===== config.mk =====
export PLATFORM = sky130hd
export DESIGN_NAME = tinyqv_alu_seq
export DESIGN_NICKNAME = d
export VERILOG_FILES = /design/src/rtl/tinyqv_alu_pkg.sv /design/src/rtl/tinyqv_alu.sv /design/src/rtl/tinyqv_alu_seq.sv
export SDC_FILE = /design/constraint.sdc
export NUM_CORES = 1
export LEC_CHECK = 0
export BUFFER_PORTS_ARGS = -buffer_cell sky130_fd_sc_hd__buf_2
export CAP_MARGIN = 20
export CORE_UTILIZATION = 25
export CTS_CLUSTER_SIZE = 25
export DETAILED_ROUTE_END_ITERATION = 6
export GPL_TIMING_DRIVEN = 0
export PLACE_DENSITY_LB_ADDON = 0.1
export REMOVE_ABC_BUFFERS = 1
export SETUP_SLACK_MARGIN = 0.05
export SLEW_MARGIN = 20
export SYNTH_ARGS = -nofsm -noshare
export SYNTH_HDL_FRONTEND = slang
export SYNTH_SLANG_ARGS = --single-unit
export TNS_END_PERCENT = 5

===== constraint.sdc =====
create_clock -name clk -period 9.77 [get_ports clk]
set_input_delay 1.954 -clock clk [delete_from_list [all_inputs] [get_ports clk]]
set_output_delay 1.954 -clock clk [all_outputs]
set_load 0.05 [all_outputs]

===== src/rtl/tinyqv_alu_pkg.sv =====
// Shared types and constants for the nibble-serial ALU and its word sequencer.
package tinyqv_alu_pkg;

  typedef enum logic [1:0] {
    SEQ_IDLE = 2'd0,
    SEQ_RUN  = 2'd1,
    SEQ_DONE = 2'd2
  } seq_state_e;

  localparam int NIBBLES = 8;

  localparam logic [2:0] F3_ADD  = 3'b000;
  localparam logic [2:0] F3_SLT  = 3'b010;
  localparam logic [2:0] F3_SLTU = 3'b011;
  localparam logic [2:0] F3_XOR  = 3'b100;
  localparam logic [2:0] F3_OR   = 3'b110;
  localparam logic [2:0] F3_AND  = 3'b111;

  localparam int SUB_BIT = 3;

endpackage


===== src/rtl/tinyqv_alu.sv =====
// One 4-bit slice of the serial ALU: add/sub, logic ops, and the carry and
// compare chains that the sequencer threads from slice to slice.
module tinyqv_alu
  import tinyqv_alu_pkg::*;
(
  input  logic [3:0] op_i,
  input  logic [3:0] a_i,
  input  logic [3:0] b_i,
  input  logic       cy_i,
  input  logic       cmp_i,
  output logic [3:0] d_o,
  output logic       cy_o,
  output logic       cmp_o
);

  logic       invert_b;
  logic [4:0] sum;
  logic       lt;

  always_comb begin
    invert_b = op_i[1] | op_i[SUB_BIT];
    sum      = {1'b0, a_i} + {1'b0, (invert_b ? ~b_i : b_i)} + {4'b0, cy_i};
    cy_o     = sum[4];

    case (op_i[2:0])
      F3_XOR:  d_o = a_i ^ b_i;
      F3_OR:   d_o = a_i | b_i;
      F3_AND:  d_o = a_i & b_i;
      default: d_o = sum[3:0];
    endcase

    // Only meaningful on the top slice: signed compare looks at the sign bits
    // when they differ, otherwise a borrow out of a-b means a<b.
    if (!op_i[0] && (a_i[3] != b_i[3])) begin
      lt = a_i[3];
    end else begin
      lt = ~sum[4];
    end

    if (op_i[2:1] == F3_SLT[2:1]) begin
      cmp_o = lt;
    end else begin
      cmp_o = cmp_i & (d_o == 4'h0);
    end
  end

endmodule


===== src/rtl/tinyqv_alu_seq.sv =====
// Word sequencer for the serial ALU with optional two-port round-robin front end.
// Define TINYQV_ALU_SEQ_ARB_EN to enable port 1 and the arbiter.
module tinyqv_alu_seq
  import tinyqv_alu_pkg::*;
(
  input  logic        clk,
  input  logic        rst,
  input  logic        req0_valid,
  output logic        req0_ready,
  input  logic [3:0]  req0_op,
  input  logic [31:0] req0_a,
  input  logic [31:0] req0_b,
  input  logic        req1_valid,
  output logic        req1_ready,
  input  logic [3:0]  req1_op,
  input  logic [31:0] req1_a,
  input  logic [31:0] req1_b,
  output logic        rsp_valid,
  input  logic        rsp_ready,
  output logic [31:0] rsp_d,
  output logic        rsp_cmp,
  output logic        rsp_id,
  output logic        busy
);

  seq_state_e  state_q, state_d;
  logic [2:0]  nib_q, nib_d;
  logic [3:0]  op_q, op_d;
  logic [31:0] a_q, a_d;
  logic [31:0] b_q, b_d;
  logic        cy_q, cy_d;
  logic        cmp_q, cmp_d;
  logic [31:0] rsp_data_q, rsp_data_d;
  logic        rsp_cmp_q, rsp_cmp_d;
  logic        rsp_id_q, rsp_id_d;

  logic        accept;
  logic        grant;
  logic        hs;
  logic [3:0]  sel_op;
  logic [31:0] sel_a;
  logic [31:0] sel_b;

  logic [3:0]  alu_a;
  logic [3:0]  alu_b;
  logic        alu_cy_in;
  logic        alu_cmp_in;
  logic [3:0]  alu_d;
  logic        alu_cy_out;
  logic        alu_cmp_out;

  assign accept = !rst && ((state_q == SEQ_IDLE) || ((state_q == SEQ_DONE) && rsp_ready));

`ifdef TINYQV_ALU_SEQ_ARB_EN
  logic last_grant_q;

  // On a tie the port that lost last time wins; a lone requester always wins.
  always_comb begin
    if (req0_valid && req1_valid) begin
      grant = ~last_grant_q;
    end else begin
      grant = req1_valid;
    end
  end

  assign req0_ready = accept && !grant;
  assign req1_ready = accept && grant;
  assign hs         = (req0_ready && req0_valid) || (req1_ready && req1_valid);
  assign sel_op     = grant ? req1_op : req0_op;
  assign sel_a      = grant ? req1_a  : req0_a;
  assign sel_b      = grant ? req1_b  : req0_b;

  always_ff @(posedge clk) begin
    if (rst) begin
      last_grant_q <= 1'b1;
    end else if (hs) begin
      last_grant_q <= grant;
    end
  end
`else
  logic unused_req1;
  assign unused_req1 = ^{req1_valid, req1_op, req1_a, req1_b};

  assign grant      = 1'b0;
  assign req0_ready = accept;
  assign req1_ready = 1'b0;
  assign hs         = accept && req0_valid;
  assign sel_op     = req0_op;
  assign sel_a      = req0_a;
  assign sel_b      = req0_b;
`endif

  always_comb begin
    alu_a      = a_q[{nib_q, 2'b00} +: 4];
    alu_b      = b_q[{nib_q, 2'b00} +: 4];
    alu_cy_in  = (nib_q == 3'd0) ? (op_q[1] | op_q[SUB_BIT]) : cy_q;
    alu_cmp_in = (nib_q == 3'd0) ? 1'b1 : cmp_q;
  end

  tinyqv_alu u_alu (
    .op_i  (op_q),
    .a_i   (alu_a),
    .b_i   (alu_b),
    .cy_i  (alu_cy_in),
    .cmp_i (alu_cmp_in),
    .d_o   (alu_d),
    .cy_o  (alu_cy_out),
    .cmp_o (alu_cmp_out)
  );

  always_comb begin
    state_d    = state_q;
    nib_d      = nib_q;
    op_d       = op_q;
    a_d        = a_q;
    b_d        = b_q;
    cy_d       = cy_q;
    cmp_d      = cmp_q;
    rsp_data_d = rsp_data_q;
    rsp_cmp_d  = rsp_cmp_q;
    rsp_id_d   = rsp_id_q;

    case (state_q)
      SEQ_IDLE: ;
      SEQ_RUN: begin
        rsp_data_d[{nib_q, 2'b00} +: 4] = alu_d;
        cy_d  = alu_cy_out;
        cmp_d = alu_cmp_out;
        nib_d = nib_q + 3'd1;
        if (nib_q == 3'(NIBBLES - 1)) begin
          // Set-less-than ops return the compare bit as the whole word.
          if (op_q[2:1] == F3_SLT[2:1]) begin
            rsp_data_d = {31'b0, alu_cmp_out};
          end
          rsp_cmp_d = alu_cmp_out;
          state_d   = SEQ_DONE;
        end
      end
      SEQ_DONE: begin
        if (rsp_ready) begin
          state_d = SEQ_IDLE;
        end
      end
      default: state_d = SEQ_IDLE;
    endcase

    // A new request may be taken in the same cycle the previous result leaves.
    if (hs) begin
      op_d       = sel_op;
      a_d        = sel_a;
      b_d        = sel_b;
      rsp_id_d   = grant;
      nib_d      = 3'd0;
      rsp_data_d = 32'h0;
      state_d    = SEQ_RUN;
    end
  end

  always_ff @(posedge clk) begin
    if (rst) begin
      state_q    <= SEQ_IDLE;
      nib_q      <= 3'd0;
      op_q       <= 4'h0;
      a_q        <= 32'h0;
      b_q        <= 32'h0;
      cy_q       <= 1'b0;
      cmp_q      <= 1'b0;
      rsp_data_q <= 32'h0;
      rsp_cmp_q  <= 1'b0;
      rsp_id_q   <= 1'b0;
    end else begin
      state_q    <= state_d;
      nib_q      <= nib_d;
      op_q       <= op_d;
      a_q        <= a_d;
      b_q        <= b_d;
      cy_q       <= cy_d;
      cmp_q      <= cmp_d;
      rsp_data_q <= rsp_data_d;
      rsp_cmp_q  <= rsp_cmp_d;
      rsp_id_q   <= rsp_id_d;
    end
  end

  assign rsp_valid = (state_q == SEQ_DONE);
  assign rsp_d     = rsp_data_q;
  assign rsp_cmp   = rsp_cmp_q;
  assign rsp_id    = rsp_id_q;
  assign busy      = (state_q != SEQ_IDLE);

endmodule

Word-level counts from Yosys, hierarchy flattened
Cells that the tools add are included.
{"block": "word_totals", "inputBits": 141, "reg_bits": 108, "out_inout_bits": 38, "wordCells": 67}
{"block": "classes", "eq_ne": 13, "bitwise": 8, "mux": 13, "shift": 4, "n_reduce_logical": 15, "addsub": 4}
{"operator": "$mux 32", "count": 2}
{"operator": "$shiftx 32x6->4", "count": 2}
{"operator": "$bwmux 32", "count": 1}
{"operator": "$shift 4x7->32 const A", "count": 1}
{"operator": "$shiftx 4x7->32", "count": 1}
{"operator": "$eq 3x3->1 const B", "count": 4}
{"operator": "$pmux 4 s3", "count": 1}
{"operator": "$neg 5->7", "count": 1}
{"operator": "$pmux 2 s3", "count": 1}
{"operator": "$reduce_and 3->1", "count": 2}
{"operator": "$add 4x4->5", "count": 1}
{"operator": "$add 5x1->5", "count": 1}
{"operator": "$mux 1", "count": 5}
{"operator": "$and 4x4->4", "count": 1}
{"operator": "$eq 2x1->1 const B", "count": 2}
{"operator": "$logic_and 1x1->1", "count": 4}
{"operator": "$logic_not 4->1", "count": 1}
{"operator": "$mux 2", "count": 2}
{"operator": "$mux 4", "count": 1}
{"operator": "$ne 2x2->1 const B", "count": 2}
{"operator": "$not 4->4", "count": 1}
{"operator": "$or 4x4->4", "count": 1}
{"operator": "$xor 4x4->4", "count": 1}
{"operator": "$add 3x1->3 const B", "count": 1}
{"operator": "other kinds (15)", "count": 17}

Depth between registers and ports, before layout
Gate-level depths: netlist of run 1.
{"block": "depth", "word_depth": 11, "ltp_mapped": 16, "mapped_depth_nobuf": 13}

Hierarchy
A second synthesis of run 1 with hierarchy kept.
{"block": "hier_totals", "hier_cells": 608, "area_unflattened_um2": 5424.0}
{"mod": "tinyqv_alu_seq", "cells_per_inst": 535, "area_each_um2": 4863.4, "n_inst": 1}
{"mod": "tinyqv_alu", "cells_per_inst": 73, "area_each_um2": 560.5, "n_inst": 1}

Worst setup path after synthesis of run 1
No wires, ideal clock.
{"block": "synth_timing", "kind": "input -> output", "startpoint": "input rst", "endpoint": "output req0_ready", "slack_ns": 4.585, "t_required_ns": 7.816, "stages": 2, "t_arrival_ns": 3.231, "path_cell_list": "clkbuf_1 nor3_1"}
{"block": "synth_via", "elab_chain_len": 2}
{"element": "start: declaration", "line": "tinyqv_alu_seq.sv:7", "source": "input logic rst,"}
{"element": "$logic_not 1->1", "line": "tinyqv_alu_seq.sv:52", "source": "assign accept = !rst && ((state_q == SEQ_IDLE) || ((state_q == SEQ_DONE) && rsp_ready));"}
{"element": "$logic_and 1x1->1", "line": "tinyqv_alu_seq.sv:52"}
{"element": "end: declaration", "line": "tinyqv_alu_seq.sv:9", "source": "output logic req0_ready,"}
Every way passes these cells.

Worst setup path after layout of run 1
Same ends and word-level chain as after synthesis.

==> out/qor.txt, run 1 <==
Placer Congestion: 0.736
Port Buf Inserts: 107
Largest net degree at the start of global routing: 77
Total Routing Usage GR: 13.7%
Chip width: 144 µm
Critical-path maximum fanout: 76
Buf/Inv on CP: 2
CTS resizes: 0
Setup Viol. Count Final: 0
Top cells by area, synth: dfxtp_1, nand2_1, a21oi_1, mux4_2, ha_1
Hold WS: 453 ps
Synth area leader: dfxtp_1
Diodes inserted: 0
Cell area after synthesis: 5040 µm²
Register area: 2160 µm²
Mean post-synth cell area: 8.38 µm²
TNS Setup: 0 ps
DRT antenna net count: 0
Starting Density: 25.7%
First-pass GRT wire length: 21.7 mm
HP Class: reg -> reg
Area occupied by multi-input gates: 2640 µm²
Clock sink count: 108
Critical path capture point type: output pin
Nets: 839
Worst-path cell chain: buf_4 -> nor3_1 -> buf_2
Worst slew margin: 38.2%
Worst skew pair latency: 360 ps
Root Driver: clkbuf_16
Drt total wl: 13.7 mm
Share of the synthesized area in the top cell type: 42.9%
CP max-delay cell: buf_4
Post-synth EDFFs: 0
Most common cell in the netlist: nand2_1
Worst Max-Slew Pin Slew: 927 ps
CTS clk-pin slew, worst paths: 70 ps
Final WS setup: 4840 ps
Io pins: 179
Critical path required time: 7820 ps
Clock Skews: 16.3 ps
Pre-CTS WS: 4820 ps
Starting DRC count in detailed routing: 159
Drc violations: 0
Asr flop ratio synth: 0%
Final Instance Area: 6060 µm²
Num rows: 51
DPL Wire Length: 9.05 mm
Min Tclk post-route: 4930 ps
Die area: 20700 µm²
Achievable Freq: 203 MHz
CTS tree: done
Clock Tree Buf Depth: 2
Synthesis-stage register bit count: 108
Final Cycle Share: 50.5%
Status: completed
Sequential area share after synthesis: 42.9%
Max VDD drop: 80.3 µV
CTS hold repair buffers: 0
Slowest stage delay, CP: 620 ps
DR vias/cell: 4.59
P per Cell Area: 166 nW/µm²
Unique masters post-synth: 50
RSZ-0062 raised after global routing: no
Crit path kind: in -> out
Die H: 144 µm
Max-Cap Viols: 0
Final Hold Vio Count: 0
Prevailing post-synth register cell: dfxtp_1
Core Box Area: 19600 µm²
Vias in the first global route: 4204
Power, Total: 0.00101 W
Synth Warn #: 0
Post-synth top cells: nand2_1, dfxtp_1, a21oi_1
Post-synthesis cell count: 602
Delay-heaviest family, CP: buffers and inverters
Postcts setup bufs: 0
CP Launch Type: primary input
CTS Buf Count: 9
P_leak: 2.49 nW
First-pass detailed-route iteration total: 4
Filler cell count: 2165
Max Slew Vio Count: 0
Gr ovfl total: 0
Initial antenna violation count: 0
Layout cells sized above 1: 22.4%
Area after DPL: 5770 µm²
Vias: 4363
CP arrival: 2980 ps
WL/cell: 14.4 µm
H-tree Lvls: 3
Area Growth Syn to Fin: 20.1%
[worst register-to-register path: stages (launching register included)]
cell      delay, ps
dfxtp_2         510
buf_12          230
mux4_2          540
mux2i_1         300
xnor2_1         190
fa_1            230
inv_1            60
fa_1            410
xor2_1          170
a21oi_1          60
a211oi_2        740
a2111o_1        240
a211oi_1         70
[cell families after synthesis]
logic type	count (synthesis)	synth area share [%]
xor gates and xnor gates	5	0.868
other	1	0.0744
buffers and inverters	54	5.09
AOI/OAI and AO/OA	138	16.1
adders and majority gates	17	4.52
DFF	108	42.9
muxes	22	8.41
and+or+nand+nor	257	22.1
[report_power, final]
| group | leakage (nW) | switching, W | internal [W] |
|---|---|---|---|
| clock | 0.144 | 0.000177 | 0.000183 |
| combinational | 1.46 | 0.000111 | 0.0000624 |
| sequential | 0.883 | 0.0000134 | 0.000460 |
| total | 2.49 | 0.000301 | 0.000705 |
[flip-flops by register name, indices dropped and copies added (netlist names)]
name     flops
cmp_q        1
cy_q         1
rsp_d       32
nib_q        3
b_q         32
op_q         4
state_q      2
a_q         32
rsp_cmp      1
[layer usage]
metal  routed length [µm]  GRT usage [%]  vias up  part of all wire [%]
li1                     -              -     2215                     -
met2                 6090           21.9       96                    44
met1                 6800           18.3     2038                    50
met3                  591           2.28       14                   4.3
met4                  206           5.60        0                   1.5
met5                    0              0        -                     0
[layout make-up]
cell class              count  share of cell area [%]
repair buffers            109                    9.67
clock inverters             6                   0.785
inverters                  12                   0.744
multi-input cells         441                    43.6
clock buffers              10                    3.95
well taps                 265                    5.47
flip-flops and latches    108                    35.7
[final timing paths]
check                start          to  slack (ps)  depth (start not counted)
hold reg to reg    a_q[22]     a_q[22]         450                          2
hold / removal     a_q[22]     a_q[22]         450                          2
setup / recovery       rst  req0_ready        4840                          3
setup reg to reg  nib_q[0]     rsp_cmp        5870                         12
[stage by stage]
step | util [%] | instances
detailed placement | 29.4 | 935
CTS | 30.9 | 951
global placement | 29.1 | 933
global route | 30.9 | 951
finish | 30.9 | 951
floorplan | - | 561
[placed cells by master, fill, tap and decap left out, types with 3 or more instances in the layout]
| cell type | synthesis | final |
|---|---|---|
| ha_1 | 15 | 15 |
| clkinv_4 | 0 | 3 |
| nor2_1 | 45 | 45 |
| nor2b_1 | 5 | 4 |
| a32oi_1 | 11 | 11 |
| nand2b_1 | 9 | 8 |
| mux2i_1 | 5 | 5 |
| buf_2 | 7 | 106 |
| mux4_2 | 16 | 16 |
| nand2_1 | 165 | 164 |
| dfxtp_1 | 108 | 106 |
| inv_1 | 11 | 11 |
| xor2_1 | 4 | 4 |
| clkbuf_16 | 0 | 9 |
| nor3_1 | 5 | 5 |
| a22oi_1 | 16 | 16 |
| a211oi_1 | 3 | 3 |
| and2_1 | 6 | 5 |
| a21oi_1 | 84 | 84 |
| o21ai_0 | 13 | 13 |
| nand3_1 | 3 | 3 |
No activity file was read; power rests on OpenSTA's default activity.
==> run 2, diff against run 1 <==
Clock period 9.77 ns to 4 ns, I/O delays scaled along.
==> run 2 against run 1 <==
Compared with the run above:
- highest routed layer unchanged
- largest cell class unchanged
- die area did not move
- clock power rose by 140%
- first-iteration DRC count fell by 3.1%
- worst hold slack barely moved
- critical path type is now reg -> reg
==> out/qor.txt, run 2 (same netlist as run 1, synthesis figures left out) <==
Critical-path maximum fanout: 16
Port Buf Inserts: 107
Starting Density: 25.7%
CTS clk-pin slew, worst paths: 80 ps
Nets: 839
Die H: 144 µm
CTS hold repair buffers: 0
Drc violations: 0
Reg2reg path depth: 12
Psw: 0.000737 W
Crit path kind: reg -> reg
Critical path required time: 4270 ps
Min Tclk post-route: 3710 ps
Io pins: 179
Initial antenna violation count: 0
Area Growth Syn to Fin: 20.5%
Worst skew pair latency: 360 ps
P per Cell Area: 405 nW/µm²
Worst Max-Slew Pin Slew: 913 ps
Clock share of power: 35.6%
Post-route insts no fill: 951
Total Routing Usage GR: 13.7%
DPL Wire Length: 9.05 mm
Max-Cap Viols: 0
Cells after DPL: 935
Clock Skews: 12.2 ps
Gr ovfl total: 0
Commonest non-fill, non-tap cells in the layout: nand2_1, dfxtp_1, buf_2
Placer Congestion: 0.736
First-pass detailed-route iteration total: 4
Diodes inserted: 0
Max VDD drop: 192 µV
R2r setup slk: 290 ps
Largest net degree at the start of global routing: 77
Vias: 4349
Drt total wl: 13.7 mm
Hold endpoint: a_q[22]
DRT antenna net count: 0
Status: completed
Die area: 20700 µm²
HP Class: reg -> reg
Int Pwr: 0.00172 W
Core Box Area: 19600 µm²
Final Cycle Share: 92.7%
Num rows: 51
Clock sink count: 108
Final Hold Vio Count: 0
H-tree Lvls: 3
Worst slew margin: 39.1%
Worst reg2reg path startpoint: nib_q[0]
Achievable Freq: 270 MHz
Area after DPL: 5770 µm²
Layout cells sized above 1: 22.6%
CTS resizes: 2
Combinational Power Share: 17.5%
P_leak: 2.49 nW
Root Driver: clkbuf_16
CTS Buf Count: 9
DR vias/cell: 4.57
Final Instance Area: 6080 µm²
Starting DRC count in detailed routing: 154
CTS tree: done
CP Launch Type: flip-flop
Critical path capture point type: flip-flop
Hold path depth: 2
Leading cell type in the layout, fill and taps excluded: nand2_1
Flop pwr share: 47.0%
Max Slew Vio Count: 0
First-pass GRT wire length: 21.8 mm
Postcts setup bufs: 0
R2R Path End: cmp_q
CP arrival: 3980 ps
Hold Path Origin: a_q[22]
Vias in the first global route: 4210
Chip width: 144 µm
Setup Viol. Count Final: 0
Sw frac: 29.9%
WL/cell: 14.4 µm
RSZ-0062 raised after global routing: no
Clock Tree Buf Depth: 2
-- run 2: changes by cell type in the layout (fill, tap and decap cells not counted) --
cell,previous run,this run
a211oi_2,1,0
a211oi_4,0,1
mux2i_1,5,4
dfxtp_2,2,1
mux2i_4,0,1
dfxtp_4,0,1
-- run 2: through the flow --
stage | total power, W | util (%) | hold WS [ps] | setup WS, ps | TNS, ps
after global routing | 0.00259 | 31.0 | 472 | 54.1 | 0
after detailed placement | 0.00161 | 29.4 | 445 | -153 | -743
after floorplan | 0.00144 | - | 427 | 18.1 | 0
after CTS | 0.00251 | 30.9 | 455 | 76.0 | 0
after global placement | 0.00160 | 29.1 | 442 | -820 | -25370
final | 0.00246 | 31.0 | 453 | 291 | 0
-- run 2: cell type report --
cell class,count,area [µm²]
clock inverters,6,47.5
well taps,265,332
multi-input cells,441,2660
clock buffers,10,239
repair buffers,109,586
inverters,12,45.0
fillers,2163,13500
flip-flops and latches,108,2170
-- run 2: how the worst max path moves through the flow --
stage / endpoint / slack (ps) / cells after the start / start
after CTS: cmp_q / 80 / 12 / nib_q[0]
after global placement: rsp_cmp / -820 / 11 / nib_q[0]
final: cmp_q / 290 / 12 / nib_q[0]
after detailed placement: cmp_q / -150 / 11 / nib_q[1]
after global routing: cmp_q / 50 / 13 / nib_q[1]
after floorplan: cmp_q / 20 / 11 / nib_q[0]
-- run 2: worst max-delay path, stage by stage (launching register included) --
cell and delay [ps]:
dfxtp_4 450, buf_12 210, mux4_2 550, mux2i_4 200, xnor2_1 110, fa_1 440
inv_1 80, fa_1 430, nor2_1 90, o21ai_0 130, a211o_1 320, a2111o_1 370
a211oi_1 210
-- run 2: power by group through the flow --
| stage | logic, W | clock network (W) | registers (W) |
|---|---|---|---|
| final | 0.000430 | 0.000875 | 0.00116 |
| after global routing | 0.000482 | 0.000948 | 0.00116 |
| after CTS | 0.000436 | 0.000913 | 0.00116 |
| after detailed placement | 0.000430 | 0 | 0.00118 |
| after global placement | 0.000412 | 0 | 0.00119 |
| after floorplan | 0.000259 | 0 | 0.00118 |
-- run 2: per-layer routing --
layer	track usage, %	routed length, µm
met2	21.9	6110
met5	0	0
met4	5.60	208
met3	2.28	581
met1	18.3	6820
